--- src/rtl/mem_arbiter.sv ---
// Two-port round-robin arbiter that sequences one req/ack transaction at a time
// onto a single-port synchronous memory (registered read data, 4 cycles per access).
module mem_arbiter #(
   parameter int DW = 8,
   parameter int AW = 8
) (
   input  logic          CLK,
   input  logic          RST,
   // port 0 (CPU)
   input  logic          req0,
   input  logic          we0,
   input  logic [AW-1:0] addr0,
   input  logic [DW-1:0] wdata0,
   output logic          ack0,
   output logic [DW-1:0] rdata0,
   // port 1 (DMA / UART loader)
   input  logic          req1,
   input  logic          we1,
   input  logic [AW-1:0] addr1,
   input  logic [DW-1:0] wdata1,
   output logic          ack1,
   output logic [DW-1:0] rdata1,
   // memory side
   output logic          MemRead,
   output logic          MemWrite,
   output logic [AW-1:0] ADDR,
   output logic [DW-1:0] Data_in,
   input  logic [DW-1:0] Data_out,
   // status
   output logic          busy,
   output logic          gnt_id,
   output logic [1:0]    dbg_state_o
);

   // Handshake: a port raises reqN with weN/addrN/wdataN stable; operands are
   // captured only on the grant edge in IDLE, and ackN pulses for exactly one
   // cycle when the access is complete. rdataN is valid from that pulse onward.
   typedef enum logic [1:0] {
      IDLE  = 2'd0,
      ISSUE = 2'd1,
      RESP  = 2'd2,
      ACK   = 2'd3
   } state_t;

   state_t        state_q, state_d;
   logic          gnt_q, gnt_d;
   logic          ptr_q, ptr_d;      // 1 = port 1 favoured on a tie
   logic          op_q, op_d;        // 1 = write
   logic [AW-1:0] addr_q, addr_d;
   logic [DW-1:0] wdata_q, wdata_d;
   logic [DW-1:0] rdata0_q, rdata0_d;
   logic [DW-1:0] rdata1_q, rdata1_d;
   logic          grant_sel;

   always_ff @(posedge CLK) begin
      if (RST) begin
         state_q  <= IDLE;
         gnt_q    <= 1'b0;
         ptr_q    <= 1'b0;
         op_q     <= 1'b0;
         addr_q   <= '0;
         wdata_q  <= '0;
         rdata0_q <= '0;
         rdata1_q <= '0;
      end else begin
         state_q  <= state_d;
         gnt_q    <= gnt_d;
         ptr_q    <= ptr_d;
         op_q     <= op_d;
         addr_q   <= addr_d;
         wdata_q  <= wdata_d;
         rdata0_q <= rdata0_d;
         rdata1_q <= rdata1_d;
      end
   end

   always_comb begin
      state_d   = state_q;
      gnt_d     = gnt_q;
      ptr_d     = ptr_q;
      op_d      = op_q;
      addr_d    = addr_q;
      wdata_d   = wdata_q;
      rdata0_d  = rdata0_q;
      rdata1_d  = rdata1_q;
      grant_sel = 1'b0;

      case (state_q)
         IDLE: begin
            if (req0 || req1) begin
               // A lone requester wins regardless of the pointer.
               grant_sel = (req0 && req1) ? ptr_q : req1;
               gnt_d     = grant_sel;
               op_d      = grant_sel ? we1    : we0;
               addr_d    = grant_sel ? addr1  : addr0;
               wdata_d   = grant_sel ? wdata1 : wdata0;
               ptr_d     = ~grant_sel;
               state_d   = ISSUE;
            end
         end
         ISSUE: begin
            state_d = RESP;
         end
         RESP: begin
            if (!op_q) begin
               if (gnt_q) rdata1_d = Data_out;
               else       rdata0_d = Data_out;
            end
            state_d = ACK;
         end
         ACK: begin
            state_d = IDLE;
         end
         default: begin
            state_d = IDLE;
         end
      endcase
   end

   // Memory strobes decode from state only, so req never reaches the pins combinationally.
   assign MemRead     = (state_q == ISSUE) && !op_q;
   assign MemWrite    = (state_q == ISSUE) &&  op_q;
   assign ADDR        = addr_q;
   assign Data_in     = wdata_q;

   assign ack0        = (state_q == ACK) && !gnt_q;
   assign ack1        = (state_q == ACK) &&  gnt_q;
   assign rdata0      = rdata0_q;
   assign rdata1      = rdata1_q;

   assign busy        = (state_q != IDLE);
   assign gnt_id      = gnt_q;
   assign dbg_state_o = state_q;

endmodule
--- config.mk ---
export PLATFORM = sky130hd
export DESIGN_NAME = mem_arbiter
export DESIGN_NICKNAME = d
export VERILOG_FILES = /design/src/rtl/mem_arbiter.sv
export SDC_FILE = /design/constraint.sdc
export NUM_CORES = 1
export LEC_CHECK = 0
export ABC_AREA = 0
export CAP_MARGIN = 20
export CORE_AREA = 2 2 69 71
export CTS_BUF_LIST = sky130_fd_sc_hd__clkbuf_4 sky130_fd_sc_hd__clkbuf_8
export CTS_CLUSTER_DIAMETER = 80
export DETAILED_ROUTE_END_ITERATION = 6
export DIE_AREA = 0 0 71 73
export GPL_TIMING_DRIVEN = 0
export PLACE_DENSITY = 0.78
export SETUP_SLACK_MARGIN = 0.02
export SLEW_MARGIN = 20
export SYNTH_ARGS = -nofsm -noshare
export SYNTH_HDL_FRONTEND = slang
export SYNTH_SLANG_ARGS = --single-unit
--- constraint.sdc ---
create_clock -name CLK -period 1.8 [get_ports CLK]
set_input_delay 0.54 -clock CLK [delete_from_list [all_inputs] [get_ports CLK]]
set_output_delay 0.54 -clock CLK [all_outputs]
set_load 0.005 [all_outputs]
==> metrics.cfg <==
[routing]
avgViaCountPerCell=5.05
drt-initial-drc-count=90
dr.pass1.iters=4
wl_per_cell_um=14.2
drc=0
via_count=1672
antenna_left=0
routed_wl_um=4690

[min_path]
hold_end=rdata1[0]$_SDFFE_PP0P_
hold_start=rdata1[0]$_SDFFE_PP0P_
whs_path_depth=2
hp-class=flop to flop

[sta]
whs_ns=0.497
drv_slew=0
max_slew_margin_pct=56.3
rsz0062_at_grt=no
period_needed_ns=1.73
skew_ns=0.00890
setup_violations=0
finalHoldViolCount=0
fmax_mhz=578
tightestPinTransition_ns=0.655
fin_crit_sh_pct=96.2

[yosys]
ys_warn_count=0
syn_avg_cell_area_um2=9.76
synth_top_area_share_pct=41.5
synth_edf_count=0
synth_area_um2=1790
ys_seq_elements=37
synth_common_cells=37 x dfxtp_1, 23 x nor2_1, 17 x nand3_1, 16 x mux2i_1, 14 x o21ai_0
synthArstFlopShare_pct=0
synth_top_family_by_area=compound AO/OA/AOI/OAI gates
synth-main-ff-cell=dfxtp_1
synth_nets=233
synth_fa_ha_area_share_pct=2.80
synth_area_leaders=dfxtp_1 41%, a311oi_2 9.3%, mux2i_1 9.0%
synth_xor_area_share_pct=0
synth_compound_area_share_pct=20.0
synth_simple_gate_area_share_pct=17.7
synth.distinct_cells=31
yosys-mux-area-fraction_pct=8.97
syn-instance-count=183
yosys.area.top_type=dfxtp_1
ys_seq_area_share_pct=41.5
yosysMostFrequentCell=dfxtp_1

[clock_tree]
htreeDepth=2
clk_pin_slew_ns=0.08
clock_sinks=37
numCtsBuffers=5
cts_buffer_depth=2
cts_root_buf=clkbuf_8
clock_latency_ns=0.29
hold_buffers=0
cts_tree=done

[power]
swShare_pct=32.9
pwr-share-comb_pct=47.0
clockPowerShare_pct=20.3
p_int_mw=2.40
p_leak_nw=1.11
power.density_nw_per_um2=1260
worst_ir_drop_vdd_v=0.000760
pwr-share-seq_pct=32.6
p_switching_mw=1.18

[global_route]
grt_max_degree=14
antenna_found_initial=0
gr-usage-all-layers_pct=19.0
grt-ovfl-total=0
grt_pass1_vias=1600
grt_first_pass_wirelength_um=7690

[setup_path]
cp-start-kind=flop
worst-endpoint-arrival_ns=1.19
rr_worst_depth=6
r2r_setup_slack_ns=0.28
cp_slowest_cell=clkdlybuf4s50_1
critPathMaxStageDelay_ns=0.52
crit_buf_inv=1
worst_setup_path_end_kind=output pin
cp.required_ns=1.26
critPathKind=flop to output pin
rr_endpoint=rdata0[4]$_SDFFE_PP0P_
crit_path_max_fanout=6
cp_cell_sequence=clkdlybuf4s50_1
worstReg2RegStart=dbg_state_o[1]$_SDFFE_PP0P_
cpLargestDelayFamily=buffers and inverters

[final_layout]
diodes=0
seq_area_um2=744
syn_to_final_growth_pct=58.4
finish.utilization_pct=62.4
drive_above_1_share_pct=22.0
layout.nets=326
multi_input_area_um2=901
fill_cells=412

[floorplanning]
ios=86
row_count=25
die_x_um=71
chipHeight_um=73
initial_core_util_pct=39.4
coreArea_um2=4540
fp.dieArea_um2=5180

[placed_design]
place.gp.congestion=0.768
port_buffers=83
hpwl_um=3380

[run]
max_cap_viol_count=0

[outcome]
status=completed

worst max path at each step:
| stage | startpoint | to | slack [ns] | depth (start not counted) |
|---|---|---|---|---|
| detailed placement | req0 | ADDR[4]$_SDFFE_PP0P_ | -0.28 | 6 |
| finish | gnt_id$_SDFFE_PP0P_ | gnt_id | 0.07 | 1 |
| CTS | dbg_state_o[1]$_SDFFE_PP0P_ | dbg_state_o[1] | 0.01 | 2 |
| global route | gnt_id$_SDFFE_PP0P_ | gnt_id | 0.03 | 1 |
| floorplan | dbg_state_o[0]$_SDFFE_PP0P_ | ADDR[6]$_SDFFE_PP0P_ | 0.36 | 7 |
| global placement | req0 | Data_in[6]$_SDFFE_PP0P_ | -0.24 | 6 |
state kept, by name, summed over array words and instances, names as in the netlist:
| register | flops |
|---|---|
| op_q | 1 |
| gnt_id | 1 |
| rdata0 | 8 |
| Data_in | 8 |
| ADDR | 8 |
| dbg_state_o | 2 |
| rdata1 | 8 |
| ptr_q | 1 |
final cells by class:
| class | count | share of cell area, % |
|---|---|---|
| Multi-Input combinational cell | 124 | 31.8 |
| Timing Repair Buffer | 86 | 29.5 |
| Sequential cell | 37 | 26.3 |
| Buffer | 18 | 5.31 |
| Clock buffer | 5 | 2.43 |
| Tap cell | 54 | 2.39 |
| Clock inverter | 3 | 1.64 |
| Inverter | 4 | 0.531 |
metrics by stage:
step           power, mW  instances  area, um2  TNS, ns  setup slack, ns
2_1_floorplan       2.12        183       1790        0            0.356
3_3_place_gp        2.82        320       2680    -3.10           -0.239
3_5_place_dp        2.83        320       2680    -3.69           -0.276
4_1_cts             3.61        331       2820        0           0.0142
5_1_grt             3.82        331       2830        0           0.0254
6_report            3.58        331       2830        0           0.0684
kinds of logic after synthesis:
kind of cell               after synthesis
AOI/OAI and AO/OA                       42
adders and majority gates                4
buffers and inverters                   22
DFF                                     37
muxes                                   16
and+or+nand+nor                         62
cells in the final DEF, fill, tap and decap left out, types with 2 or more instances in the layout:
cell and instances:
o21ai_0 14, and2_1 2, inv_2 2, ha_2 2, buf_1 2, nor2_1 23, buf_4 4, inv_1 2
nand3_1 17, mux2i_1 16, clkbuf_8 5, clkbuf_1 3, a311oi_2 11, buf_6 6, buf_12 2, a21oi_1 2
a311oi_1 7, o21ai_1 4, nor2b_1 2, buf_2 8, dfxtp_2 3, dlymetal6s2s_1 2, dfxtp_1 34, nor2_2 12
clkdlybuf4s50_1 75
power by group through the flow:
stage	registers (mW)	clock network [mW]	logic (mW)
after global placement	1.19	0	1.63
after floorplan	1.19	0	0.937
after CTS	1.17	0.744	1.70
after global routing	1.19	0.789	1.84
final	1.17	0.727	1.68
after detailed placement	1.19	0	1.65
what timing repair did:
action,CTS,global route
endpoints found under the setup margin,7,11
gates resized for setup,31,3
buffers inserted,3,0
endpoints found under the hold margin,0,0
routing by layer:
layer,vias up,global-route usage (%),wire length [um]
met2,71,30.7,2270
met3,4,6.63,369
met1,758,23.8,2020
met5,-,0,0
met4,0,6.29,27
li1,839,-,-
worst min-delay path, cell delays in order (launching register included):
cell and delay, ns:
dfxtp_1 0.33, mux2i_1 0.07, nor2_1 0.07
No activity file was read; power rests on OpenSTA's default activity.
